### src/rtl/node_feeder_pkg.sv
// Shared word format and bank state encoding for the node feeder.
// Words are signed i.f fixed point; the feeder only moves them, never computes on them.
package node_feeder_pkg;

  localparam int FP_N = 32;
  localparam int FP_F = 24;
  localparam int FP_I = FP_N - FP_F;

  typedef enum logic [1:0] {
    BANK_EMPTY   = 2'd0,
    BANK_FILLING = 2'd1,
    BANK_FULL    = 2'd2
  } bank_state_t;

  // Width of a slice index; kept at least one bit so sx = 1 still has a counter.
  function automatic int idx_width(input int count);
    return (count > 1) ? $clog2(count) : 1;
  endfunction

endpackage

### src/rtl/feeder_bank.sv
// One ping-pong bank: packed x/w slices, the vector bias and the bank state.
// Next-state values are exported so the output stage can capture a vector on the edge it completes.
module feeder_bank
  import node_feeder_pkg::*;
#(
  parameter  int sx = 2,
  localparam int n  = FP_N,
  localparam int cw = idx_width(sx)
) (
  input  logic             clk,
  input  logic             rst_n,
  input  logic             wr_en,
  input  logic [cw-1:0]    wr_idx,
  input  logic [n-1:0]     wr_x,
  input  logic [n-1:0]     wr_w,
  input  logic             bias_en,
  input  logic [n-1:0]     wr_bias,
  input  logic             zero_en,
  input  logic             set_full,
  input  logic             clear,
  output bank_state_t      state,
  output bank_state_t      state_nxt,
  output logic [n*sx-1:0]  x_nxt,
  output logic [n*sx-1:0]  w_nxt,
  output logic [n-1:0]     bias_nxt
);

  logic [n*sx-1:0] x_q;
  logic [n*sx-1:0] w_q;
  logic [n-1:0]    bias_q;

  // A slice above the written index is zeroed when a vector ends early, so stale data never leaks out.
  always_comb begin
    x_nxt     = x_q;
    w_nxt     = w_q;
    bias_nxt  = bias_q;
    state_nxt = state;
    for (int k = 0; k < sx; k++) begin
      if (wr_en && (wr_idx == cw'(k))) begin
        x_nxt[k*n +: n] = wr_x;
        w_nxt[k*n +: n] = wr_w;
      end else if (zero_en && (k > int'(wr_idx))) begin
        x_nxt[k*n +: n] = '0;
        w_nxt[k*n +: n] = '0;
      end
    end
    if (bias_en) begin
      bias_nxt  = wr_bias;
      state_nxt = BANK_FILLING;
    end
    if (set_full) state_nxt = BANK_FULL;
    if (clear)    state_nxt = BANK_EMPTY;
  end

  always_ff @(posedge clk or negedge rst_n) begin
    if (!rst_n) begin
      x_q    <= '0;
      w_q    <= '0;
      bias_q <= '0;
      state  <= BANK_EMPTY;
    end else begin
      x_q    <= x_nxt;
      w_q    <= w_nxt;
      bias_q <= bias_nxt;
      state  <= state_nxt;
    end
  end

endmodule

### src/rtl/node_feeder.sv
// Packs a serial (x, w) beat stream into sx-wide vectors for the node,
// double-buffered across two banks so a new vector fills while the previous one waits.
module node_feeder
  import node_feeder_pkg::*;
#(
  parameter  int sx = 2,
  localparam int n  = FP_N,
  localparam int cw = idx_width(sx)
) (
  input  logic             clk,
  input  logic             rst_n,
  input  logic             in_valid,
  output logic             in_ready,
  input  logic [n-1:0]     in_x,
  input  logic [n-1:0]     in_w,
  input  logic [n-1:0]     in_b,
  input  logic             in_last,
  output logic             out_valid,
  input  logic             out_ready,
  output logic [n*sx-1:0]  nx,
  output logic [n*sx-1:0]  nw,
  output logic [n-1:0]     b,
  output logic             err_len
);

  logic            wr_ptr;
  logic            rd_ptr;
  logic            drop;
  logic [cw-1:0]   cnt;

  bank_state_t     st     [2];
  bank_state_t     st_nxt [2];
  logic [n*sx-1:0] x_nxt  [2];
  logic [n*sx-1:0] w_nxt  [2];
  logic [n-1:0]    b_nxt  [2];

  logic accept;
  logic write;
  logic at_end;
  logic complete;
  logic early;
  logic overrun;
  logic transfer;
  logic rd_sel;
  logic load;

  // in_ready looks only at registered state, never at out_ready.
  assign in_ready  = drop || (st[wr_ptr] != BANK_FULL);
  assign out_valid = (st[rd_ptr] == BANK_FULL);
  assign transfer  = out_valid && out_ready;

  assign accept   = in_valid && in_ready;
  assign write    = accept && !drop;
  assign at_end   = (cnt == cw'(sx - 1));
  assign complete = write && (at_end || in_last);
  assign early    = write && in_last && !at_end;
  assign overrun  = write && at_end && !in_last;

  for (genvar g = 0; g < 2; g++) begin : g_bank
    feeder_bank #(.sx(sx)) u_bank (
      .clk       (clk),
      .rst_n     (rst_n),
      .wr_en     (write && (wr_ptr == 1'(g))),
      .wr_idx    (cnt),
      .wr_x      (in_x),
      .wr_w      (in_w),
      .bias_en   (write && (cnt == '0) && (wr_ptr == 1'(g))),
      .wr_bias   (in_b),
      .zero_en   (early && (wr_ptr == 1'(g))),
      .set_full  (complete && (wr_ptr == 1'(g))),
      .clear     (transfer && (rd_ptr == 1'(g))),
      .state     (st[g]),
      .state_nxt (st_nxt[g]),
      .x_nxt     (x_nxt[g]),
      .w_nxt     (w_nxt[g]),
      .bias_nxt  (b_nxt[g])
    );
  end

  // Capture the bank that will be presented next, but only once it is full,
  // so the output holds steady whenever a vector is on offer.
  always_comb begin
    rd_sel = rd_ptr;
    if (transfer) rd_sel = ~rd_ptr;
    load = (!out_valid || transfer) && (st_nxt[rd_sel] == BANK_FULL);
  end

  always_ff @(posedge clk or negedge rst_n) begin
    if (!rst_n) begin
      wr_ptr  <= 1'b0;
      rd_ptr  <= 1'b0;
      cnt     <= '0;
      drop    <= 1'b0;
      err_len <= 1'b0;
      nx      <= '0;
      nw      <= '0;
      b       <= '0;
    end else begin
      err_len <= early || overrun;
      if (complete) begin
        cnt    <= '0;
        wr_ptr <= ~wr_ptr;
      end else if (write) begin
        cnt <= cnt + 1'b1;
      end
      // An overlong vector leaves the rest of its beats to be swallowed up to its in_last.
      if (overrun) begin
        drop <= 1'b1;
      end else if (accept && drop && in_last) begin
        drop <= 1'b0;
      end
      if (transfer) rd_ptr <= ~rd_ptr;
      if (load) begin
        nx <= x_nxt[rd_sel];
        nw <= w_nxt[rd_sel];
        b  <= b_nxt[rd_sel];
      end
    end
  end

endmodule

### config.mk
export PLATFORM = sky130hd
export DESIGN_NAME = node_feeder
export DESIGN_NICKNAME = d
export VERILOG_FILES = /design/src/rtl/node_feeder_pkg.sv /design/src/rtl/feeder_bank.sv /design/src/rtl/node_feeder.sv
export SDC_FILE = /design/constraint.sdc
export NUM_CORES = 1
export LEC_CHECK = 0
export BUFFER_PORTS_ARGS = -buffer_cell sky130_fd_sc_hd__buf_2
export CAP_MARGIN = 15
export CORE_ASPECT_RATIO = 0.75
export CORE_MARGIN = 2
export CORE_UTILIZATION = 58
export DETAILED_ROUTE_END_ITERATION = 8
export PLACE_DENSITY = 0.8
export RECOVER_POWER = 25
export SYNTH_ARGS = -nofsm -noshare
export SYNTH_HDL_FRONTEND = slang
export SYNTH_SLANG_ARGS = --single-unit
### constraint.sdc
create_clock -name clk -period 4.05 [get_ports clk]
set_input_delay 0.405 -clock clk [delete_from_list [all_inputs] [get_ports clk]]
set_output_delay 0.405 -clock clk [all_outputs]
set_load 0.05 [all_outputs]
## Yosys cells after proc, flatten, opt, wreduce, memory -nomap -nowiden

Cells that the tools add are included.
Widths: inputs -> output; s select.

| storage, ports and cells | value |
|---|---|
| flip-flop bits (word level) | 489 |
| bits in latches | 0 |
| memory bits (writable) | 0 |
| bits in read-only memories | 0 |
| bits of input ports | 101 |
| logic and storage cells | 111 |
| memories kept | 0 |

| operators by class | value |
|---|---|
| $add $sub $neg | 1 |
| $mul | 0 |
| divide/modulo/power cells | 0 |
| $lt $le $gt $ge | 4 |
| equality and inequality tests | 3 |
| shifts and indexed selects | 0 |
| multiplexer cells | 43 |
| bitwise gates (word level) | 6 |
| reductions and logical operators | 38 |

Operators by type and width:

| operator | number |
|---|---|
| $mux 32 | 17 |
| $mux 64 | 6 |
| $mux 2 | 15 |
| $logic_and 1x1->1 | 28 |
| $ge 2x2->1 const B | 3 |
| $not 1->2 | 3 |
| $mux 1 | 5 |
| $eq 2x2->1 const B | 2 |
| $logic_not 1->1 | 4 |
| $logic_or 1x1->1 | 4 |
| $reduce_bool 2->1 | 2 |
| $not 1->1 | 3 |
| $ne 2x2->1 const B | 1 |
| $add 1x1->1 const B | 1 |
| $gt 1x1->1 const A | 1 |

## Depth between registers and ports, before layout

| depth | value |
|---|---|
| depth after elaboration | 18 |
| mapped depth | 14 |

## Hierarchy

Synthesis repeated with hierarchy kept, for this count alone.

| unflattened totals | value |
|---|---|
| cells, all modules | 1536 |
| area, all modules | 23108.4 um^2 |

Modules (own cells, without submodules):

| module | instances | cells each | area each (um^2) | seq. area each (um^2) |
|---|---|---|---|---|
| feeder_bank | 2 | 488 | 7447.1 | 4053.9 |
| node_feeder | 1 | 560 | 8214.1 | 4129.0 |

## Least setup slack after synthesis

No wires, ideal clock.

| timing | value |
|---|---|
| path type | reg-to-reg |
| from | reg g_bank[0].u_bank.state[1] |
| to | reg nw[19] |
| arrival time | 2.828 ns |
| data required time | 3.946 ns |
| slack | 1.118 ns |
| stages on the path, launching flop included | 14 |
| path buffers | 5 |
| path through | dfrtp_1 -> nor2b_1 -> buf_2 -> mux2i_1 -> nor2b_1 -> ha_1 -> buf_2 -> or3b_1 -> a211oi_2 -> o32ai_2 -> buf_6 -> buf_6 -> buf_6 -> o41ai_2 |

| on the way | value |
|---|---|
| cells in the longest elaborated chain, start to end | 17 |
| elaborated cells on any way between the ends | 44 |
| classes of those cells | 3 x eq/ne; 21 x mux; 1 x bitwise; 19 x reduce/logical |

RTL lines:

| element | RTL line | text |
|---|---|---|
| from (decl) | feeder_bank.sv:21 | `output bank_state_t state,` |
| from (signal assigned) | feeder_bank.sv:65 | `state <= state_nxt;` |
| $mux 2 (implied by the code) (3 in a row) | node_feeder.sv:48 | `assign in_ready = drop \|\| (st[wr_ptr] != BANK_FULL);` |
| $ne 2x2->1 | node_feeder.sv:48 |  |
| $logic_or 1x1->1 | node_feeder.sv:48 |  |
| $logic_and 1x1->1 | node_feeder.sv:52 | `assign accept = in_valid && in_ready;` |
| $logic_and 1x1->1 | node_feeder.sv:53 | `assign write = accept && !drop;` |
| $logic_and 1x1->1 (2 in a row) | node_feeder.sv:67 | `.bias_en (write && (cnt == '0) && (wr_ptr == 1'(g))),` |
| $mux 2 | feeder_bank.sv:47 | `if (bias_en) begin` |
| $mux 2 | feeder_bank.sv:51 | `if (set_full) state_nxt = BANK_FULL;` |
| $mux 2 | feeder_bank.sv:52 | `if (clear) state_nxt = BANK_EMPTY;` |
| $mux 2 (implied by the code) (3 in a row) | node_feeder.sv:85 | `load = (!out_valid \|\| transfer) && (st_nxt[rd_sel] == BANK_FULL);` |
| $eq 2x2->1 | node_feeder.sv:85 |  |
| $logic_and 1x1->1 | node_feeder.sv:85 |  |
| to (signal assigned) | node_feeder.sv:115 | `nw <= w_nxt[rd_sel];` |
| to (decl) | node_feeder.sv:21 | `output logic [n*sx-1:0] nw,` |

Parallel ways exist; a longest one is shown, timed or not. The select of a mux whose other input is x is not followed.
A chain may end at the register's enable or synchronous reset.

## Final worst setup path

| timing | value |
|---|---|
| from | reg g_bank[0].u_bank.state[1] |
| to | reg b[20] |

| on the way | value |
|---|---|
| cells in the longest elaborated chain, start to end | 17 |
| elaborated cells on any way between the ends | 40 |
| classes of those cells | 3 x eq/ne; 21 x mux; 1 x bitwise; 15 x reduce/logical |

RTL lines:

| element | RTL line | text |
|---|---|---|
| $mux 2 (implied by the code) (3 in a row) | node_feeder.sv:48 |  |
| $ne 2x2->1 | node_feeder.sv:48 |  |
| $logic_or 1x1->1 | node_feeder.sv:48 |  |
| $logic_and 1x1->1 | node_feeder.sv:52 |  |
| $logic_and 1x1->1 | node_feeder.sv:53 |  |
| $logic_and 1x1->1 (2 in a row) | node_feeder.sv:67 |  |
| $mux 2 | feeder_bank.sv:47 |  |
| $mux 2 | feeder_bank.sv:51 |  |
| $mux 2 | feeder_bank.sv:52 |  |
| $mux 2 (implied by the code) (3 in a row) | node_feeder.sv:85 |  |
| $eq 2x2->1 | node_feeder.sv:85 |  |
| $logic_and 1x1->1 | node_feeder.sv:85 |  |
| to (signal assigned) | node_feeder.sv:116 | `b <= b_nxt[rd_sel];` |
| to (decl) | node_feeder.sv:22 | `output logic [n-1:0] b,` |

Parallel ways exist; a longest one is shown, timed or not. The select of a mux whose other input is x is not followed.

==> reports/summary.txt <==
Setup Buffers After CTS: 0
Fillers: 2494
Rel. slew slack: -131%
CP Launch Type: flop
antenna violations before repair: 7
max_cap viols: 1
Die ar.: 37000 µm²
vias in the first global route: 15.3k
HP Class: primary input to flop
count of input and output buffers: 263
fmax: 0.254 GHz
Critical R2R Launch: g_bank[0].u_bank.state[1]
Final HPWL DP: 29900 µm
Post-Syn Instances: 1674
Die H: 167 µm
clock sinks: 489
cts bufs inserted: 47
share of layout cells above drive strength 1: 32.1%
largest net degree at the start of global routing: 134
clk_lat worst skew: 0.56 ns
Nets: 1973
number of synthesized flops with an enable pin: 0
Most used DFF post-synth: dfrtp_1
global-route wire length before repair: 82400 µm
Async SR Flop Fraction: 100%
via count: 14.6k
most frequent cells in the layout: 489 x dfrtp_1, 262 x buf_2, 193 x mux2_2, 191 x nor3_1, 161 x nand2_1
worst reg2reg setup slack: 0.12 ns
Yosys warnings: 0
Placed Cells: 2278
setup violators final: 0
1st-pass router iterations: 7
Starting Density: 59.1%
Tmin final: 3.93 ns
outcome: finished, violations left
final hold violations: 0
cell count of the worst hold path: 2
worst r2r path cells: 9
Post-Layout Cell Count: 2364
violated checks: DRC, capacitance limit, slew limit
total core area: 34800 µm²
synth top area cells: dfrtp_1 59%, mux2_2 11%, a22o_1 5.4%, nor3_1 4.6%, mux2i_1 3.4%
register area share after synthesis: 59.5%
Via density: 6.17
WP data required: 4.47 ns
post-place setup slack: 0.220 ns
final worst-path cycle share: 97.0%
residual DRC count: 28
synth unique cells: 36
top-area cell type share of the netlist area: 59.5%
skew final: 0.0183 ns
TNS Setup: 0 ns
# IOs: 264
area growth from synthesis to layout: 15.6%
H-tree depth: 2
Worst Setup End Kind: flop
CTS clock-pin slew for the worst setup and hold paths: 0.06 ns
num rows: 59
WL final: 50500 µm
Slew Limit Fails: 130
Longest Clk Path Bufs: 3
clk root buf: clkbuf_16
Hold Path Sink: drop
Synthesized Nets: 1777
Avg Inst Size Synth: 12.3 µm²
flops & latches, synth: 489
antenna viol nets, final: 0
cts hold-fix bufs: 0
Final WS setup: 0.120 ns
unrepaired setup endpoints after global routing: no
critical path peak fanout: 82
die width: 222 µm
slew at the pin with the worst max-slew slack: 3.47 ns
WS Path Type: flop to flop
TritonCTS clock tree: done
Worst EP arrival: 4.35 ns
Hold Crit Start: in_last
synthesized area: 20600 µm²
reg-to-reg endpoint: b[20]
dominant cell type by area after synthesis: dfrtp_1
total grt overflow: 0
commonest non-fill, non-tap cell in the layout: dfrtp_1
Avg WL per Cell: 21.4 µm
GRT Total Usage: 27.6%
RePlAce Congestion: 0.836
Starting DRT DRC Count: 1069
==> synthesized netlist by cell type, types with 4 or more instances <==
master and n:
a22o_1 128, nor3_1 191, o41ai_2 40, buf_2 59, clkbuf_1 76, o41ai_1 53
dfrtp_1 489, nor2b_1 4, inv_1 5, o21ai_0 46, buf_1 4, o21ai_1 23
buf_6 6, nor2_1 100, mux2i_1 70, mux2_2 193, nand2_1 161
==> metrics by stage <==
stage	area, µm²	utilization [%]	hold WS [ns]
after global placement	22200	63.7	0.452
final	23800	68.2	0.101
after global routing	23800	68.2	0.0736
after CTS	23800	68.3	0.0215
after detailed placement	22200	63.7	0.455
after floorplan	20600	-	0.109
==> cell families (layout without fill, tap and decap cells) <==
family | Yosys count | count (layout) | share of synthesized area (%)
flip-flops | 489 | 489 | 59.5
AO/OA/AOI/OAI | 299 | 299 | 12.9
multiplexers | 263 | 263 | 14.0
other | 0 | 4 | 0
XOR/XNOR | 1 | 1 | 0.0426
AND/OR/NAND/NOR | 469 | 469 | 10.1
buffers and inverters | 151 | 380 | 3.33
adder cells (fa/ha/maj) | 2 | 2 | 0.122
==> layer usage <==
metal / routed length, µm / part of all wire, % / vias to the layer above / global-route usage (%)
li1: - / - / 6476 / -
met1: 21500 / 43 / 7502 / 37.7
met2: 23900 / 47 / 493 / 43.4
met3: 3400 / 6.7 / 101 / 6.07
met4: 1680 / 3.3 / 4 / 11.3
met5: 26 / 0.051 / - / 0
==> worst max-delay path by stage <==
stage	from	endpoint	slack (ns)	depth (start not counted)
floorplan	g_bank[0].u_bank.state[1]	nw[19]	1.12	13
global placement	g_bank[1].u_bank.state[0]	nx[38]	0.51	9
detailed placement	g_bank[1].u_bank.state[0]	b[20]	0.22	9
CTS	g_bank[1].u_bank.state[0]	b[20]	0.15	9
global route	g_bank[0].u_bank.state[1]	b[20]	0.01	9
finish	g_bank[0].u_bank.state[1]	b[20]	0.12	9
==> flip-flops by register name (all words and copies together) (netlist names), 4 cells and up <==
signal / count
g_bank.u_bank.w_q: 128
g_bank.u_bank.x_q: 128
g_bank.u_bank.bias_q: 64
nw: 64
nx: 64
b: 32
g_bank.u_bank.state: 4
==> critical path: stages (launching register included) <==
cell and delay (ns):
dfrtp_1 0.37, nor2b_1 0.59, mux2i_1 0.30, nor2b_1 0.31, ha_4 0.28, or3b_1 0.43
a211oi_2 0.28, o32ai_4 0.17, buf_4 0.41, o41ai_1 0.57
==> timing repair <==
action | CTS | global route
endpoints found under the hold margin | 0 | 0
gates resized for setup | 0 | 1
endpoints found under the setup margin | 0 | 3
==> area by class of cell <==
class | instances | area, µm² | area share (%)
antenna | 4 | 10.0 | 0.0421
tap | 457 | 572 | 2.40
clock buffer | 68 | 1410 | 5.92
sequential | 489 | 12200 | 51.5
multi-input combinational | 1034 | 7710 | 32.4
clock inverter | 14 | 173 | 0.726
timing repair buffer | 292 | 1650 | 6.93
inverter | 6 | 25.0 | 0.105
Power is left out: the tool's default activity adds up to more than one toggle a clock period on the data nets, which glitch-free logic cannot reach.
